--- src/rtl/vga_osd_wr_ctrl.sv ---
// OSD frame-buffer write controller: single-pixel writes, clipped rectangle fills
// and full-screen clears, serialised onto one registered RAM write port.
module vga_osd_wr_ctrl #(
  parameter int H_ACT = 640,
  parameter int V_ACT = 480
) (
  input  logic        iVGA_CLK,
  input  logic        iRST_N,
  input  logic        iPIX_REQ,
  input  logic [9:0]  iPIX_X,
  input  logic [8:0]  iPIX_Y,
  input  logic        iPIX_DATA,
  output logic        oPIX_ACK,
  input  logic        iFILL_REQ,
  input  logic [9:0]  iFILL_X0,
  input  logic [8:0]  iFILL_Y0,
  input  logic [9:0]  iFILL_W,
  input  logic [8:0]  iFILL_H,
  input  logic        iFILL_DATA,
  input  logic        iCLR_REQ,
  output logic        oBUSY,
  output logic        oDONE,
  output logic        oERR,
  output logic [18:0] oWR_ADDR,
  output logic        oWR_DATA,
  output logic        oWR_EN
);

  localparam logic [10:0] H_LIM    = 11'(H_ACT);
  localparam logic [9:0]  V_LIM    = 10'(V_ACT);
  localparam logic [18:0] PIX_LAST = 19'(H_ACT * V_ACT - 1);

  typedef enum logic [1:0] {IDLE, FILL, CLEAR} state_t;

  state_t      state_q, state_d;
  logic        clr_pend_q, clr_pend_d;
  logic        fill_pend_q, fill_pend_d;
  logic [9:0]  fx0_q, fx0_d;
  logic [8:0]  fy0_q, fy0_d;
  logic [9:0]  fw_q, fw_d;
  logic [8:0]  fh_q, fh_d;
  logic        fdata_q, fdata_d;
  logic [9:0]  x_q, x_d;
  logic [8:0]  y_q, y_d;
  logic [9:0]  xs_q, xs_d;
  logic [10:0] xe_q, xe_d;
  logic [9:0]  ye_q, ye_d;
  logic        cdata_q, cdata_d;
  logic [18:0] clr_addr_q, clr_addr_d;
  logic        finish_q, finish_d;
  logic        wr_en_q, wr_en_d;
  logic [18:0] wr_addr_q, wr_addr_d;
  logic        wr_data_q, wr_data_d;
  logic        pix_ack_q, pix_ack_d;
  logic        busy_q, busy_d;
  logic        done_q, done_d;
  logic        err_q, err_d;

  logic [10:0] fill_xsum, fill_xe;
  logic [9:0]  fill_ysum, fill_ye;
  logic        fill_empty;
  logic        fill_grant, clr_grant;

  function automatic logic [18:0] pix_addr(input logic [9:0] x, input logic [8:0] y);
    return 19'(y) * 19'(H_ACT) + 19'(x);
  endfunction

  // Clip against the screen edge with sums one bit wider than the operands.
  always_comb begin
    fill_xsum  = {1'b0, fx0_q} + {1'b0, fw_q};
    fill_ysum  = {1'b0, fy0_q} + {1'b0, fh_q};
    fill_xe    = (fill_xsum > H_LIM) ? H_LIM : fill_xsum;
    fill_ye    = (fill_ysum > V_LIM) ? V_LIM : fill_ysum;
    fill_empty = (fw_q == 10'd0) || (fh_q == 9'd0) ||
                 ({1'b0, fx0_q} >= H_LIM) || ({1'b0, fy0_q} >= V_LIM);
  end

  always_comb begin
    state_d    = state_q;
    x_d        = x_q;
    y_d        = y_q;
    xs_d       = xs_q;
    xe_d       = xe_q;
    ye_d       = ye_q;
    cdata_d    = cdata_q;
    clr_addr_d = clr_addr_q;
    finish_d   = 1'b0;
    wr_en_d    = 1'b0;
    wr_addr_d  = 19'd0;
    wr_data_d  = 1'b0;
    pix_ack_d  = 1'b0;
    busy_d     = 1'b0;
    done_d     = 1'b0;
    err_d      = 1'b0;
    fill_grant = 1'b0;
    clr_grant  = 1'b0;

    case (state_q)
      IDLE: begin
        // finish_q marks the cycle the last write is on the port; no new grant then.
        if (finish_q) begin
          done_d = 1'b1;
        end else if (clr_pend_q) begin
          clr_grant  = 1'b1;
          state_d    = CLEAR;
          clr_addr_d = 19'd0;
        end else if (fill_pend_q) begin
          fill_grant = 1'b1;
          if (fill_empty) begin
            done_d = 1'b1;
          end else begin
            state_d = FILL;
            x_d     = fx0_q;
            y_d     = fy0_q;
            xs_d    = fx0_q;
            xe_d    = fill_xe;
            ye_d    = fill_ye;
            cdata_d = fdata_q;
          end
        end else if (iPIX_REQ && !pix_ack_q) begin
          pix_ack_d = 1'b1;
          if (({1'b0, iPIX_X} < H_LIM) && ({1'b0, iPIX_Y} < V_LIM)) begin
            wr_en_d   = 1'b1;
            wr_addr_d = pix_addr(iPIX_X, iPIX_Y);
            wr_data_d = iPIX_DATA;
          end else begin
            err_d = 1'b1;
          end
        end
      end
      FILL: begin
        wr_en_d   = 1'b1;
        busy_d    = 1'b1;
        wr_addr_d = pix_addr(x_q, y_q);
        wr_data_d = cdata_q;
        if (({1'b0, x_q} + 11'd1) == xe_q) begin
          x_d = xs_q;
          if (({1'b0, y_q} + 10'd1) == ye_q) begin
            state_d  = IDLE;
            finish_d = 1'b1;
          end else begin
            y_d = y_q + 9'd1;
          end
        end else begin
          x_d = x_q + 10'd1;
        end
      end
      CLEAR: begin
        wr_en_d   = 1'b1;
        busy_d    = 1'b1;
        wr_addr_d = clr_addr_q;
        wr_data_d = 1'b0;
        if (clr_addr_q == PIX_LAST) begin
          state_d  = IDLE;
          finish_d = 1'b1;
        end else begin
          clr_addr_d = clr_addr_q + 19'd1;
        end
      end
      default: state_d = IDLE;
    endcase
  end

  // Pending requests: a pulse is captured only when no request of its kind is waiting.
  always_comb begin
    clr_pend_d  = clr_pend_q;
    fill_pend_d = fill_pend_q;
    fx0_d       = fx0_q;
    fy0_d       = fy0_q;
    fw_d        = fw_q;
    fh_d        = fh_q;
    fdata_d     = fdata_q;
    if (iCLR_REQ && !clr_pend_q) begin
      clr_pend_d = 1'b1;
    end else if (clr_grant) begin
      clr_pend_d = 1'b0;
    end
    if (iFILL_REQ && !fill_pend_q) begin
      fill_pend_d = 1'b1;
      fx0_d       = iFILL_X0;
      fy0_d       = iFILL_Y0;
      fw_d        = iFILL_W;
      fh_d        = iFILL_H;
      fdata_d     = iFILL_DATA;
    end else if (fill_grant) begin
      fill_pend_d = 1'b0;
    end
  end

  always_ff @(posedge iVGA_CLK or negedge iRST_N) begin
    if (!iRST_N) begin
      state_q     <= IDLE;
      clr_pend_q  <= 1'b0;
      fill_pend_q <= 1'b0;
      fx0_q       <= 10'd0;
      fy0_q       <= 9'd0;
      fw_q        <= 10'd0;
      fh_q        <= 9'd0;
      fdata_q     <= 1'b0;
      x_q         <= 10'd0;
      y_q         <= 9'd0;
      xs_q        <= 10'd0;
      xe_q        <= 11'd0;
      ye_q        <= 10'd0;
      cdata_q     <= 1'b0;
      clr_addr_q  <= 19'd0;
      finish_q    <= 1'b0;
      wr_en_q     <= 1'b0;
      wr_addr_q   <= 19'd0;
      wr_data_q   <= 1'b0;
      pix_ack_q   <= 1'b0;
      busy_q      <= 1'b0;
      done_q      <= 1'b0;
      err_q       <= 1'b0;
    end else begin
      state_q     <= state_d;
      clr_pend_q  <= clr_pend_d;
      fill_pend_q <= fill_pend_d;
      fx0_q       <= fx0_d;
      fy0_q       <= fy0_d;
      fw_q        <= fw_d;
      fh_q        <= fh_d;
      fdata_q     <= fdata_d;
      x_q         <= x_d;
      y_q         <= y_d;
      xs_q        <= xs_d;
      xe_q        <= xe_d;
      ye_q        <= ye_d;
      cdata_q     <= cdata_d;
      clr_addr_q  <= clr_addr_d;
      finish_q    <= finish_d;
      wr_en_q     <= wr_en_d;
      wr_addr_q   <= wr_addr_d;
      wr_data_q   <= wr_data_d;
      pix_ack_q   <= pix_ack_d;
      busy_q      <= busy_d;
      done_q      <= done_d;
      err_q       <= err_d;
    end
  end

  assign oWR_EN   = wr_en_q;
  assign oWR_ADDR = wr_addr_q;
  assign oWR_DATA = wr_data_q;
  assign oPIX_ACK = pix_ack_q;
  assign oBUSY    = busy_q;
  assign oDONE    = done_q;
  assign oERR     = err_q;

endmodule

--- config.mk ---
export PLATFORM = sky130hd
export DESIGN_NAME = vga_osd_wr_ctrl
export DESIGN_NICKNAME = d
export VERILOG_FILES = /design/src/rtl/vga_osd_wr_ctrl.sv
export SDC_FILE = /design/constraint.sdc
export NUM_CORES = 1
export LEC_CHECK = 0
export CORE_UTILIZATION = 45
export CTS_BUF_LIST = sky130_fd_sc_hd__clkbuf_16
export DETAILED_ROUTE_END_ITERATION = 7
export HOLD_SLACK_MARGIN = 0.12
export PLACE_DENSITY = 0.68
export SLEW_MARGIN = 20
export SYNTH_ARGS = -nofsm -noshare
export SYNTH_HDL_FRONTEND = slang
export SYNTH_SLANG_ARGS = --single-unit
--- constraint.sdc ---
create_clock -name iVGA_CLK -period 2.5 [get_ports iVGA_CLK]
set_input_delay 0.375 -clock iVGA_CLK [delete_from_list [all_inputs] [get_ports iVGA_CLK]]
set_output_delay 0.375 -clock iVGA_CLK [all_outputs]
set_load 0.02 [all_outputs]
### Yosys cells after proc, flatten, opt, wreduce, memory -nomap -nowiden

Index checks and enable logic that the tools add are counted.

* bitwise logic cells: 3
* reduce and logical (&&, ||, !) cells: 23
* $lt $le $gt $ge: 6
* multiply operators: 2
* add/sub/neg operators: 9
* mux-type cells: 77
* eq/ne operators: 17

Operator list (count)
* $mux W19: 8
* $mux W10: 6
* $pmux W19 S3: 1
* $mux W9: 6
* $mux W1: 41
* $add A19 B10 Y19: 2
* $pmux W19 S2: 1
* $mul A9 B3 Y12 const B: 2
* $ne A2 B2 Y1 const B: 10
* $pmux W10 S2: 1
* $add A19 B1 Y19 const B: 1
* $eq A19 B19 Y1 const B: 1
* $pmux W9 S2: 1
* $mux W2: 7
* $add A10 B1 Y11 const B: 1
* $add A10 B10 Y11: 1
* $eq A11 B11 Y1: 1
* $gt A11 B10 Y1 const B: 1
* $mux W11: 1
* $add A10 B1 Y10 const B: 1
* $add A9 B1 Y10 const B: 1
* $add A9 B9 Y10: 1
* $eq A10 B10 Y1: 1
* $ge A10 B10 Y1 const B: 1
* other kinds (23): 39

* output and inout port bits: 25
* bits of input ports: 64
* word-level logic and storage cells: 160
* bits in registers: 139

### Logic depth before layout (Yosys ltp)

* depth in word-level cells: 9
* mapped depth: 11

### Least setup slack after synthesis

Ideal clock, no wire load.

* path type: input-to-reg
* from: input port iPIX_Y[1]
* to: register wr_addr_q[16] (netlist: oWR_ADDR[16])
* data arrival time: 2.601 ns
* setup slack: -0.232 ns
* cell stages on the path: 11
* cell sequence: ha_1 -> ha_1 -> fa_1 -> a21o_1 -> a21oi_1 -> xnor2_1 -> and4_1 -> and3_1 -> xor2_1 -> a222oi_1 -> nor2_1

* longest elaborated chain between the ends: 8
* elaborated cells on any way between the ends: 10
* classes of those cells: add/sub: 1; mul: 1; order compare: 1; mux: 6; reduce/logical: 1

RTL lines
* start: declaration: line 11 `input logic [8:0] iPIX_Y,`
* $mul A9 B3 Y12 or $lt A9 B9 Y1 (tied branches): line 65, 122
* $add A19 B10 Y19 or $logic_and A1 B1 Y1 (tied branches): line 65, 122
* $mux W19 *: line 122 `if (({1'b0, iPIX_X} < H_LIM) && ({1'b0, iPIX_Y} < V_LIM)) begin`
* $mux W19 *: line 120 `end else if (iPIX_REQ && !pix_ack_q) begin`
* $mux W19 *: line 107 `end else if (fill_pend_q) begin`
* $mux W19 *: line 103 `end else if (clr_pend_q) begin`
* $mux W19 *: line 101 `if (finish_q) begin`
* $pmux W19 S3 *: line 98 `case (state_q)`
* net wr_addr_d[16]: line 52 `logic [18:0] wr_addr_q, wr_addr_d;`
* end signal: assignment: line 233 `wr_addr_q <= wr_addr_d;`
* end: declaration: line 52

Mark *: on every way through the listed nets, which the timed path passes. The rest lies on a longest branch.
A chain may end at the register's enable or synchronous reset.

### Final worst setup path

* from: register x_q[1]
* to: register x_q[2]

* longest elaborated chain between the ends: 4
* elaborated cells on any way between the ends: 5
* classes of those cells: add/sub: 2; eq/ne: 1; mux: 2

RTL lines
* start: declaration: line 43 `logic [9:0] x_q, x_d;`
* start signal: assignment: line 200 `x_q <= 10'd0;`
* start signal: assignment: line 224 `x_q <= x_d;`
* $add A10 B1 Y11: line 136 `if (({1'b0, x_q} + 11'd1) == xe_q) begin`
* $eq A11 B11 Y1: line 136
* $mux W10 *: line 136
* $pmux W10 S2 *: line 98

Mark *: on every way between the ends. The rest lies on a longest branch, timed or not.

==> flow_metrics.env <==
export IMPL_gp_congestion=0.793
export IMPL_synth_nets=1013
export IMPL_unrepaired_setup_endpoints_after_global_routing="true"
export IMPL_grt_pass1_vias=7361
export IMPL_p_per_area_nw_per_um2=1520
export IMPL_boundary_pin_count=89
export IMPL_grtUsageTotal_pct=23.1
export IMPL_max_fanout_on_critical_path=7
export IMPL_post_route_period_util_pct=105
export IMPL_synth_top_cells_by_count="sky130_fd_sc_hd__dfrtp_1, sky130_fd_sc_hd__nand2_1, sky130_fd_sc_hd__nor2_1"
export IMPL_r2r_end="x_q[2]$_DFFE_PN0P_"
export IMPL_yosys_cell_count_top_type="sky130_fd_sc_hd__dfrtp_1"
export IMPL_timing_fmax_mhz=382
export IMPL_synth_lib_cells_used_distinct=67
export IMPL_detail_route_wirelength_um=22600
export IMPL_timing_final_ws_setup_ns=-0.116
export IMPL_fin_setup_tns_ns=-2.02
export IMPL_yosysWarningCount=0
export IMPL_synthTopCellsByArea="sky130_fd_sc_hd__dfrtp_1, sky130_fd_sc_hd__ha_1, sky130_fd_sc_hd__mux2_2"
export IMPL_cts_htree_levels=4
export IMPL_seqPwrFrac_pct=21.3
export IMPL_grt_antenna_before_repair=0
export IMPL_number_of_nets_at_the_end_of_the_flow=1215
export IMPL_die_area_um2=19900
export IMPL_grt_pass1_wl_um=35900
export IMPL_hold_path_class="in2async"
export IMPL_internal_power_mw=10.9
export IMPL_timing_setup_critical_path_class="reg2reg"
export IMPL_synth_async_sr_flop_share_pct=100
export IMPL_post_route_cells_drive_above_1_share_pct=29.7
export IMPL_placement_rows=50
export IMPL_synth_cells=883
export IMPL_die_w_um=141
export IMPL_post_synth_top_area_cell="sky130_fd_sc_hd__dfrtp_1"
export IMPL_drt_first_iter_violations=441
export IMPL_grt_overflow=0
export IMPL_crit_required_ns=2.81
export IMPL_pwr_share_clk_pct=15.3
export IMPL_cts_num_sinks=139
export IMPL_comb_power_share_pct=63.5
export IMPL_synth_top_cell_area_share_pct=39.9
export IMPL_clock_insertion_delay_worst_skew_ns=0.43
export IMPL_worstSetupStartpoint="x_q[1]$_DFFE_PN0P_"
export IMPL_run_status="finished, violations left"
export IMPL_detail_route_drc_violations=0
export IMPL_worst_setup_path_endpoint="x_q[2]$_DFFE_PN0P_"
export IMPL_syn_avg_cell_area_um2=9.88
export IMPL_r2r_setup_slack_ns=-0.12
export IMPL_report_final_hold_viol_count=0
export IMPL_max_slew_margin_pct=59.3
export IMPL_grt_max_degree=53
export IMPL_end_kind="register"
export IMPL_avgRoutedWirePerCell_um=16.6
export IMPL_dr_pass1_iters=6
export IMPL_postRouteAntennaNets=0
export IMPL_p_sw_share_pct=41.3
export IMPL_worst_clock_skew_ns=0.0134
export IMPL_cts_tree="built"
export IMPL_cts_buffers=17
export IMPL_vdd_ir_drop_worst_mv=0.860
export IMPL_worstSetupStartpointType="register"
export IMPL_leakage_nw=5.40
export IMPL_detail_placement_hpwl_um=15800
export IMPL_ys_flop_type="sky130_fd_sc_hd__dfrtp_1"
export IMPL_coreArea_um2=18800
export IMPL_avg_vias_per_cell=5.42
export IMPL_reg2reg_from="x_q[1]$_DFFE_PN0P_"
export IMPL_dieHeight_um=141
export IMPL_antenna_cells_inserted=0
export IMPL_routed_via_count=7356
export IMPL_area_growth_pct=40.3
export IMPL_ctsLongestPathBuffers=2
export IMPL_cap_violations=0
export IMPL_worst_endpoint_arrival_ns=2.93
export IMPL_synth_ff_latch_count=139
export IMPL_timing_max_transition_violations_final=0
export IMPL_worstRegToRegCells=12
export IMPL_synth_edf_count=0
export IMPL_synth_area_um2=8720
export IMPL_post_route_min_period_ns=2.62
export IMPL_setup_viol=34
export IMPL_synth_seq_area_share_pct=39.9
export IMPL_timing_worst_slew_pin_value_ns=0.610
export IMPL_buffer_ports_inserted=88
export IMPL_failed_checks="setup timing"
export IMPL_power_switching_mw=7.66
export IMPL_clk_pin_slew_worst_paths_ns=0.07
export IMPL_cell_at_the_root_of_the_clock_tree="sky130_fd_sc_hd__clkbuf_16"
export IMPL_initial_utilization_pct=46.3
export IMPL_pre_cts_ws_ns=-0.651
==> kinds of logic (layout without fill, tap and decap cells) <==
kind of cell               Yosys count  after routing  share of synthesized area [%]
and+or+nand+nor                    272            272                           15.4
AOI/OAI and AO/OA                  186            186                           14.7
DFF                                139            139                           39.9
xor gates and xnor gates            84             84                           8.75
buffers and inverters               71            286                           3.17
adders and majority gates           66             66                           9.99
muxes                               65             65                           8.09
==> worst max-delay path, stage by stage, from the launching register on <==
cell and delay, ns:
sky130_fd_sc_hd__dfrtp_1 0.41, sky130_fd_sc_hd__ha_4 0.19, sky130_fd_sc_hd__buf_4 0.12, sky130_fd_sc_hd__nand3_4 0.07, sky130_fd_sc_hd__or2_4 0.28, sky130_fd_sc_hd__a211oi_4 0.25
sky130_fd_sc_hd__nor3_4 0.06, sky130_fd_sc_hd__nor4_4 0.20, sky130_fd_sc_hd__buf_4 0.18, sky130_fd_sc_hd__clkbuf_16 0.16, sky130_fd_sc_hd__mux2_4 0.30, sky130_fd_sc_hd__mux2i_1 0.17
sky130_fd_sc_hd__a21oi_1 0.09
==> power by group through the flow <==
stage                     clock network [mW]  registers [mW]  logic (mW)
after global placement                     0            3.90        9.68
after global routing                    2.99            4.06        12.9
after CTS                               2.88            3.91        10.5
after detailed placement                   0            3.93        9.85
after floorplan                            0            3.86        6.41
final                                   2.84            3.95        11.8
==> per-stage QoR <==
| step | cells | power, mW | cell area (um2) | hold WS [ns] | utilization, % |
|---|---|---|---|---|---|
| floorplan | 883 | 10.3 | 8820 | 0.0794 | - |
| global placement | 1307 | 13.6 | 10800 | 0.369 | 57.4 |
| detailed placement | 1307 | 13.8 | 10800 | 0.368 | 57.4 |
| CTS | 1346 | 17.3 | 11700 | 0.476 | 61.9 |
| global route | 1358 | 19.9 | 12200 | 0.502 | 65.0 |
| finish | 1358 | 18.6 | 12200 | 0.475 | 65.0 |
==> how the worst min path moves through the flow <==
stage                                         to  slack, ns
after floorplan              cdata_q$_DFFE_PN0P_       0.08
after global placement    oWR_ADDR[18]$_DFF_PN0_       0.37
after detailed placement  oWR_ADDR[18]$_DFF_PN0_       0.37
after CTS                    xs_q[8]$_DFFE_PN0P_       0.48
after global routing         xs_q[8]$_DFFE_PN0P_       0.50
final                         oWR_DATA$_DFF_PN0_       0.47
==> cell usage in the layout, fill, tap and decap left out, drive strengths merged, types with 9 or more instances in the layout <==
cell	Yosys	routed
a211oi	9	9
a21o	13	13
a21oi	43	43
a222oi	17	17
a22o	12	12
and3	9	9
buf	10	135
clkbuf	32	19
clkdlybuf4s50	0	82
dfrtp	139	139
ha	60	60
inv	29	35
mux2	44	44
mux2i	21	21
nand2	81	81
nand3	29	29
nor2	69	69
nor2b	14	14
nor3	14	14
nor4	9	9
o21ai	32	32
o22ai	12	12
xnor2	41	41
xor2	41	41
==> repair_timing <==
item                       in CTS  in global routing
setup buffers                   7                 12
hold buffers                    1                  0
gates cloned                    0                  2
setup endpoints to repair      39                 52
gates resized for setup        33                 97
pin swaps                      38                 66
hold endpoints to repair       49                  0
==> sequential cells by signal (all words and copies together), names as in the netlist, 2 cells and up <==
name        cells
fw_q           10
xs_q           10
x_q            10
ye_q           10
oWR_ADDR       19
y_q             9
xe_q           11
state_q         2
fy0_q           9
fh_q            9
fx0_q          10
clr_addr_q     19
==> per-layer routing <==
metal  vias to the layer above  global-route usage, %  routed length, um
li1                       3609                      -                  -
met1                      3528                   29.5              10100
met2                       194                   39.3              11200
met3                        25                   4.21                836
met4                         0                   7.72                390
met5                         -                      0                  0
==> area by class of cell <==
cell class,instances,area [um2]
clock inverter,15,234
fill,1478,6590
multi-input combinational,673,5630
sequential,139,3490
clock buffer,17,425
inverter,29,109
timing repair buffer,225,2030
tap,260,325
Note: power is estimated with default switching activity, not from simulation.
